===== config.mk =====
export PLATFORM = sky130hd
export DESIGN_NAME = wide_reg_loader_flat
export DESIGN_NICKNAME = d
export VERILOG_FILES = /design/src/rtl/wide_reg_pkg.sv /design/src/rtl/wide_reg_if.sv /design/src/rtl/wide_reg_slot.sv /design/src/rtl/wide_reg_loader.sv /design/src/flat_wrapper.sv
export SDC_FILE = /design/constraint.sdc
export NUM_CORES = 1
export LEC_CHECK = 0
export BUFFER_PORTS_ARGS = -buffer_cell sky130_fd_sc_hd__buf_2
export CAP_MARGIN = 20
export CORE_UTILIZATION = 51
export CTS_CLUSTER_DIAMETER = 50
export CTS_CLUSTER_SIZE = 14
export DETAILED_ROUTE_END_ITERATION = 10
export PLACE_DENSITY = 0.82
export SETUP_SLACK_MARGIN = 0.4
export SLEW_MARGIN = 0
export SYNTH_ARGS = -nofsm -noshare
export SYNTH_HDL_FRONTEND = slang
export SYNTH_SLANG_ARGS = --single-unit

===== constraint.sdc =====
create_clock -name clk -period 1.9 [get_ports clk]
set_input_delay 0.38 -clock clk [delete_from_list [all_inputs] [get_ports clk]]
set_output_delay 0.38 -clock clk [all_outputs]
set_load 0.03 [all_outputs]

===== src/rtl/wide_reg_pkg.sv =====
// Shared types and helpers for the wide register loader.
package wide_reg_pkg;

    localparam int unsigned MAX_WORDS = 32;

    typedef enum logic [1:0] {
        IDLE = 2'd0,
        LOAD = 2'd1,
        HOLD = 2'd2
    } loader_state_t;

    // One-hot slot enable; all zero when no write happens this cycle.
    function automatic logic [MAX_WORDS-1:0] slot_enable(input int unsigned cnt, input logic write);
        logic [MAX_WORDS-1:0] v;
        v = '0;
        if (write && (cnt < MAX_WORDS)) begin
            v = {{(MAX_WORDS-1){1'b0}}, 1'b1} << cnt;
        end
        return v;
    endfunction

endpackage


===== src/rtl/wide_reg_if.sv =====
// Narrow input stream, wide output handshake and status for the wide register loader.
interface wide_reg_if #(
    parameter int unsigned IN_WIDTH  = 64,
    parameter int unsigned NUM_WORDS = 4
) ();
    localparam int unsigned CNT_W     = $clog2(NUM_WORDS);
    localparam int unsigned OUT_WIDTH = IN_WIDTH * NUM_WORDS;

    logic                 start;
    logic                 abort;
    logic                 in_valid;
    logic                 in_ready;
    logic [IN_WIDTH-1:0]  in_data;
    logic                 out_valid;
    logic                 out_ready;
    logic [OUT_WIDTH-1:0] out_data;
    logic                 busy;
    logic [CNT_W-1:0]     word_cnt;

    modport master (
        output start, abort, in_valid, in_data, out_ready,
        input  in_ready, out_valid, out_data, busy, word_cnt
    );

    modport slave (
        input  start, abort, in_valid, in_data, out_ready,
        output in_ready, out_valid, out_data, busy, word_cnt
    );
endinterface


===== src/rtl/wide_reg_slot.sv =====
// One enable-gated word register with synchronous reset and clear.
module wide_reg_slot #(
    parameter int unsigned W = 64
) (
    input  logic         clk,
    input  logic         rst,
    input  logic         clr,
    input  logic         en,
    input  logic [W-1:0] d,
    output logic [W-1:0] q
);

    always_ff @(posedge clk) begin
        if (rst || clr) begin
            q <= '0;
        end else if (en) begin
            q <= d;
        end
    end

endmodule


===== src/rtl/wide_reg_loader.sv =====
// Assembles NUM_WORDS narrow beats into one wide word and holds it for a consumer handshake.
module wide_reg_loader
    import wide_reg_pkg::*;
#(
    parameter int unsigned IN_WIDTH  = 64,
    parameter int unsigned NUM_WORDS = 4
) (
    input  logic     clk,
    input  logic     rst,
    wide_reg_if.slave bus
);

    localparam int unsigned      CNT_W = $clog2(NUM_WORDS);
    localparam logic [CNT_W-1:0] LAST  = CNT_W'(NUM_WORDS - 1);

    loader_state_t        state;
    loader_state_t        state_nxt;
    logic [CNT_W-1:0]     cnt;
    logic [CNT_W-1:0]     cnt_nxt;
    logic                 in_ready_q;
    logic                 out_valid_q;
    logic                 busy_q;
    logic                 accept;
    logic                 xfer;
    logic [MAX_WORDS-1:0] en_full;
    logic [NUM_WORDS-1:0] en;
    logic                 unused_en;

    assign accept = bus.in_valid && in_ready_q;
    assign xfer   = bus.out_ready && out_valid_q;

    // A beat arriving alongside abort is dropped.
    assign en_full   = slot_enable(32'(cnt), accept && !bus.abort);
    assign en        = en_full[NUM_WORDS-1:0];
    assign unused_en = ^en_full;

    always_comb begin
        state_nxt = state;
        cnt_nxt   = cnt;
        if (bus.abort) begin
            state_nxt = IDLE;
            cnt_nxt   = '0;
        end else begin
            case (state)
                IDLE: begin
                    if (bus.start) begin
                        state_nxt = LOAD;
                        cnt_nxt   = '0;
                    end
                end
                LOAD: begin
                    if (accept) begin
                        if (cnt == LAST) begin
                            state_nxt = HOLD;
                            cnt_nxt   = '0;
                        end else begin
                            cnt_nxt = cnt + CNT_W'(1);
                        end
                    end
                end
                HOLD: begin
                    if (xfer) begin
                        state_nxt = bus.start ? LOAD : IDLE;
                        cnt_nxt   = '0;
                    end
                end
                default: begin
                    state_nxt = IDLE;
                    cnt_nxt   = '0;
                end
            endcase
        end
    end

    // Handshake flags are registered alongside the state so no input reaches them combinationally.
    always_ff @(posedge clk) begin
        if (rst) begin
            state       <= IDLE;
            cnt         <= '0;
            in_ready_q  <= 1'b0;
            out_valid_q <= 1'b0;
            busy_q      <= 1'b0;
        end else begin
            state       <= state_nxt;
            cnt         <= cnt_nxt;
            in_ready_q  <= (state_nxt == LOAD);
            out_valid_q <= (state_nxt == HOLD);
            busy_q      <= (state_nxt != IDLE);
        end
    end

    genvar k;
    generate
        for (k = 0; k < NUM_WORDS; k++) begin : g_slot
            wide_reg_slot #(.W(IN_WIDTH)) u_slot (
                .clk (clk),
                .rst (rst),
                .clr (bus.abort),
                .en  (en[k]),
                .d   (bus.in_data),
                .q   (bus.out_data[k*IN_WIDTH +: IN_WIDTH])
            );
        end
    endgenerate

    assign bus.in_ready  = in_ready_q;
    assign bus.out_valid = out_valid_q;
    assign bus.busy      = busy_q;
    assign bus.word_cnt  = cnt;

endmodule


===== src/flat_wrapper.sv =====
// flat-port wrapper written by rule: the top's interface ports become plain ports
module wide_reg_loader_flat import wide_reg_pkg::*;
#(
    parameter int unsigned IN_WIDTH  = 64,
    parameter int unsigned NUM_WORDS = 4
)
  (clk, rst, bus_start, bus_abort, bus_in_valid, bus_in_data, bus_out_ready, bus_in_ready, bus_out_valid, bus_out_data, bus_busy, bus_word_cnt);
  wide_reg_if #(.IN_WIDTH(IN_WIDTH), .NUM_WORDS(NUM_WORDS)) bus_i ();
  input  logic clk;
  input  logic rst;
  input wire logic [$bits(bus_i.start)-1:0] bus_start;
  input wire logic [$bits(bus_i.abort)-1:0] bus_abort;
  input wire logic [$bits(bus_i.in_valid)-1:0] bus_in_valid;
  input wire logic [$bits(bus_i.in_data)-1:0] bus_in_data;
  input wire logic [$bits(bus_i.out_ready)-1:0] bus_out_ready;
  output wire logic [$bits(bus_i.in_ready)-1:0] bus_in_ready;
  output wire logic [$bits(bus_i.out_valid)-1:0] bus_out_valid;
  output wire logic [$bits(bus_i.out_data)-1:0] bus_out_data;
  output wire logic [$bits(bus_i.busy)-1:0] bus_busy;
  output wire logic [$bits(bus_i.word_cnt)-1:0] bus_word_cnt;
  assign bus_i.start = bus_start;
  assign bus_i.abort = bus_abort;
  assign bus_i.in_valid = bus_in_valid;
  assign bus_i.in_data = bus_in_data;
  assign bus_i.out_ready = bus_out_ready;
  assign bus_in_ready = bus_i.in_ready;
  assign bus_out_valid = bus_i.out_valid;
  assign bus_out_data = bus_i.out_data;
  assign bus_busy = bus_i.busy;
  assign bus_word_cnt = bus_i.word_cnt;
  wide_reg_loader #(.IN_WIDTH(IN_WIDTH), .NUM_WORDS(NUM_WORDS)) u_core (.clk(clk), .rst(rst), .bus(bus_i));
endmodule

After elaboration in Yosys (flattened, before gate mapping)
Index checks and enable logic that the tools add are counted.
- register bits after elaboration: 263
- $add $sub $neg: 1
- eq/ne operators: 8
- mux-type cells: 13
- reductions and logical operators: 9
- shift-type cells: 1
- operator list (cell ; count):
    two-way mux 2 bit ; 9
    one-hot mux 2 bit (3 select lines) ; 2
    == test 2 bit, second input constant ; 3
    == test 2 x 1 -> 1 bit, second input constant ; 2
    two-way mux 4 bit ; 1
    inequality test 2 x 1 -> 1 bit, second input constant ; 2
    left shift 1 x 2 -> 4 bit, first input constant ; 1
    logical AND 1 bit ; 3
    AND reduction 3 bit ; 1
    adder 2 x 1 -> 2 bit, second input constant ; 1
    zero test 2 bit ; 1
    inequality test 2 bit, second input constant ; 1
    nonzero test 2 bit ; 1
    OR reduction 2 bit ; 1
    zero test 1 bit ; 1
    logical OR 1 bit ; 1
    two-way mux 1 bit ; 1

Logic depth before layout (Yosys ltp)
- depth in word-level cells: 6
- gate-level depth with buffers: 7
- mapped depth without buffers: 5

Hierarchy
Synthesis repeated with hierarchy kept, for this count alone.
- cell total of the unflattened synthesis: 872
- area total of the unflattened synthesis: 9799.4 µm²
- modules (own cells, without submodules) (module ; sequential area each (µm²) ; area each (µm²) ; cells each ; times used):
    wide_reg_slot ; 1281.2 ; 2348.5 ; 207 ; 4
    wide_reg_loader ; 140.1 ; 405.4 ; 44 ; 1

Worst setup path before layout
OpenSTA, ideal clock, no wires.
- kind: flip-flop to flip-flop
- start: register u_core.cnt[0] (netlist: u_core.bus.word_cnt[0])
- end: register u_core.g_slot[0].u_slot.q[10]
- library setup time: 0.132 ns
- cell stages (with the launch flop): 8
- path slack: 0.269 ns
- buffers on the path: 2
- clock period less this slack: 1.631 ns
- data arrival time: 1.498 ns
- cell sequence: dfxtp_1 inv_1 ha_1 and4b_1 buf_4 buf_4 nand2_1 a21oi_1
- longest elaborated chain between the ends: 2
- ends and longest elaborated chain (what ; RTL line ; source):
    start, declared ; wide_reg_loader.sv:18 ; logic [CNT_W-1:0] cnt;
    start signal, assigned ; wide_reg_loader.sv:85 ; cnt <= cnt_nxt;
    left shift 1 x 2 -> 4 bit ; wide_reg_pkg.sv:17 ; v = {{(MAX_WORDS-1){1'b0}}, 1'b1} << cnt;
    two-way mux 4 bit ; wide_reg_pkg.sv:16 ; if (write && (cnt < MAX_WORDS)) begin
    end signal, assigned ; wide_reg_slot.sv:15 ; q <= '0;
    end signal, assigned ; wide_reg_slot.sv:17 ; q <= d;
    end, declared ; wide_reg_slot.sv:10 ; output logic [W-1:0] q
No other way between the ends.
A chain may end at the register's enable or synchronous reset.

Final worst setup path
- start: register u_core.cnt[0] (netlist: u_core.bus.word_cnt[0])
- end: register u_core.g_slot[2].u_slot.q[63]
- longest elaborated chain between the ends: 2
- ends and longest elaborated chain (what ; RTL line):
    left shift 1 x 2 -> 4 bit ; wide_reg_pkg.sv:17
    two-way mux 4 bit ; wide_reg_pkg.sv:16
    end signal, assigned ; wide_reg_slot.sv:15
    end signal, assigned ; wide_reg_slot.sv:17
    end, declared ; wide_reg_slot.sv:10
No other way between the ends.

==> summary.txt <==
Critical path
  – Critical Path RT: between 2 and 2.5 ns
  – Cell Chain, Critical Path: inv_2, ha_2, and4b_4, buf_12, clkbuf_16, nand2_1, a21oi_1
  – Setup CP Type: register to register
  – Worst Path Max Fanout: 8
  – Endpoint type of the worst setup path: register
  – Critical Path AT: approximately 2.0 ns
  – CP max-delay cell: dfxtp_4
  – Crit start category: register
  – Peak per-stage delay on the critical path: between 0.3 and 0.4 ns

Timing
  – Final Hold Vio Count: 0
  – Final setup fails: 0
  – RSZ-0062 raised after global routing: yes
  – Max Transition Viols Final: 0
  – Period Utilization, post-route: between 80% and 90%
  – Setup TNS Final: 0 ns
  – Max-slew headroom: 75.5%
  – Max Fclk: 657 MHz
  – Least-Margin Pin Slew: around 0.37 ns
  – Time the worst path needs with I/O delays and setup: 1.52 ns
  – Clk_skew: 0.0220 ns

Die
  – Die height: 143 um
  – IO Count: around 330
  – Core Area: between 15000 and 20000 um2
  – Rows: 51
  – Initial Util: between 50% and 60%
  – Die area: 20500 um2
  – Die W: 143 um

Clock tree
  – Maximum clock insertion buffer count: 3
  – TritonCTS clock tree: yes
  – Clk pin slew, worst setup/hold paths: approximately 0.06 ns
  – CTS sink count: between 200 and 300
  – Num CTS Buffers: 28
  – CTS H-tree lvls: 1
  – CTS root buf: clkbuf_16
  – Worst-Skew Late Latency: around 0.54 ns
  – CTS hold repair buffers: 0

Finish
  – Final non-filler cell total: approximately 1800
  – Share of cells above drive strength 1: 41.4%
  – ANT cells: 0
  – Fin nets: between 1500 and 2000
  – P&R area growth vs syn: 33.9%

Logic synthesis
  – Top-count cell post-synth: nand2_1
  – Syn_nets: 1231
  – Synth Cell Area: between 10000 and 15000 um2
  – Synth Flop Type: dfxtp_1
  – Top cells by area, synth: dfxtp_1 (52%), nand2_1 (19%), a21oi_2 (15%), a21oi_1 (4.3%), buf_6 (3.6%)
  – #FFs+latches synth: around 260
  – Area leader, netlist: dfxtp_1
  – Top post-synthesis cells by count: nand2_1 (513), dfxtp_1 (263), a21oi_2 (169)
  – Synth cell types: 27
  – Async SR Flop Fraction: 0%
  – Seq/Total Area, Yosys: about half
  – Cells after Synth: 1157
  – Post-synth EDFFs: 0
  – Synth warn: 0
  – Yosys top cell area share: between 50% and 60%
  – Average size of a mapped cell: ~8.8 um2

Worst hold path
  – Hold/Removal Path Class: input port to register

Global routing
  – Largest net degree at the start of global routing: 57
  – Global Route Usage Sum: around a quarter
  – Initial antenna violation count: 1
  – First-pass GRT wire length: roughly 44000 um
  – Global route overflow: 0
  – Vias in the first global route: ~8500

Place
  – GP Congestion: between 0.8 and 0.9
  – DP HPWL: 19500 um
  – DP Cell Count: about 1700
  – Buffers added on ports: 330

Flow run
  – Max_cap viols: 0

Drt
  – DRC viols: 0
  – Vias per cell: ~5.3
  – Total routed wirelength: 33600 um
  – DR iter-0 viols: slightly below 500
  – First-pass DRT Iterations: 7
  – DR vias: approximately 9500
  – Post-route ant nets: 0
  – Routed WL per cell: roughly 19 um

Power
  – Peak VDD IR: slightly above 0.0007 V
  – Pwr Density: approximately 860 nW/um2
  – Leakage: ~5.3 nW

Outcome
  – Status: finished clean
-- stage by stage --
stage               hold WS, ns  setup slack, ns  util [%]  total power [mW]  instance area (um2)
floorplan                 0.460            0.423         -              5.89                10200
global placement          0.439            0.408      60.6              6.08                11800
global route              0.111            0.323      69.8              12.0                13600
CTS                       0.108            0.386      65.9              11.7                12900
finish                    0.119            0.377      69.8              11.7                13600
detailed placement        0.443            0.314      60.6              6.08                11800
-- worst max-delay path, delay by kind of cell, from the launching register on --
kind | cells | cell delay, ns
buffers and inverters | 3 | 0.40
flip-flops | 1 | 0.37
AND/OR/NAND/NOR | 2 | 0.32
adder cells (fa/ha/maj) | 1 | 0.19
AO/OA/AOI/OAI | 1 | 0.16
-- cells by family after synthesis --
logic type / count (synthesis) / synth area share, %
AND/OR/NAND/NOR: 536 / 20.4
AO/OA/AOI/OAI: 264 / 19.5
buffers and inverters: 90 / 7.86
adder cells (fa/ha/maj): 4 / 0.491
flip-flops: 263 / 51.7
-- sequential cells by signal, indices dropped and copies added, names as in the netlist --
signal                  flops
u_core.bus.busy             1
u_core.bus.in_ready         1
u_core.bus.out_valid        1
u_core.bus.word_cnt         2
u_core.g_slot.u_slot.q    256
u_core.state                2
-- path summary, 6_finish.rpt --
path | from | to | slack (ns) | depth (start not counted)
worst min register to register | u_core.g_slot[3].u_slot.q[31] | u_core.g_slot[3].u_slot.q[31] | 0.45 | 2
worst max register to register | u_core.bus.word_cnt[0] | u_core.g_slot[2].u_slot.q[63] | 0.38 | 7
worst min-delay path | bus_in_data[32] | u_core.g_slot[3].u_slot.q[32] | 0.12 | 3
worst max-delay path | u_core.bus.word_cnt[0] | u_core.g_slot[2].u_slot.q[63] | 0.38 | 7
-- final cells by class --
class | instances | area, um2
clock buffers | 32 | 747
clock inverters | 15 | 214
fillers | 1509 | 5890
inverters | 3 | 11.3
multi-input cells | 804 | 4160
flip-flops and latches | 263 | 5280
well taps | 265 | 332
repair buffers | 394 | 2890
-- per-layer routing --
metal  up-vias  track usage [%]  wire length, um
met3        84             7.66             3190
met2       493             47.4            16100
met1      4487             30.7            13100
met4         2             9.07             1240
met5         -                0               13
li1       4399                -                -
-- repair_timing --
| action | 4_1_cts | 5_1_grt |
|---|---|---|
| endpoints found under the setup margin | 98 | 256 |
| pin swaps | 2 | 4 |
| setup buffers | 3 | 8 |
| resized for setup | 14 | 71 |
| gates cloned | 0 | 23 |
-- where the power goes --
part	switching, mW	internal (mW)
sequential	0.00852	5.52
combinational	0.314	0.151
clock	2.29	3.38
total	2.61	9.05
-- cell usage in the layout (no fill, tap or decap), drive strengths merged, types with 2 or more instances in the layout --
master | synthesis | layout
nand2 | 513 | 513
buf | 85 | 350
dfxtp | 263 | 263
a21oi | 256 | 256
clkbuf | 2 | 76
and4b | 5 | 5
inv | 3 | 5
clkinv | 0 | 5
nand4b | 4 | 4
nor2 | 4 | 4
nand3 | 4 | 4
clkinvlp | 0 | 4
bufinv | 0 | 4
ha | 4 | 4
o31ai | 2 | 2
nand4 | 2 | 2
(Power assumes the default switching activity.)
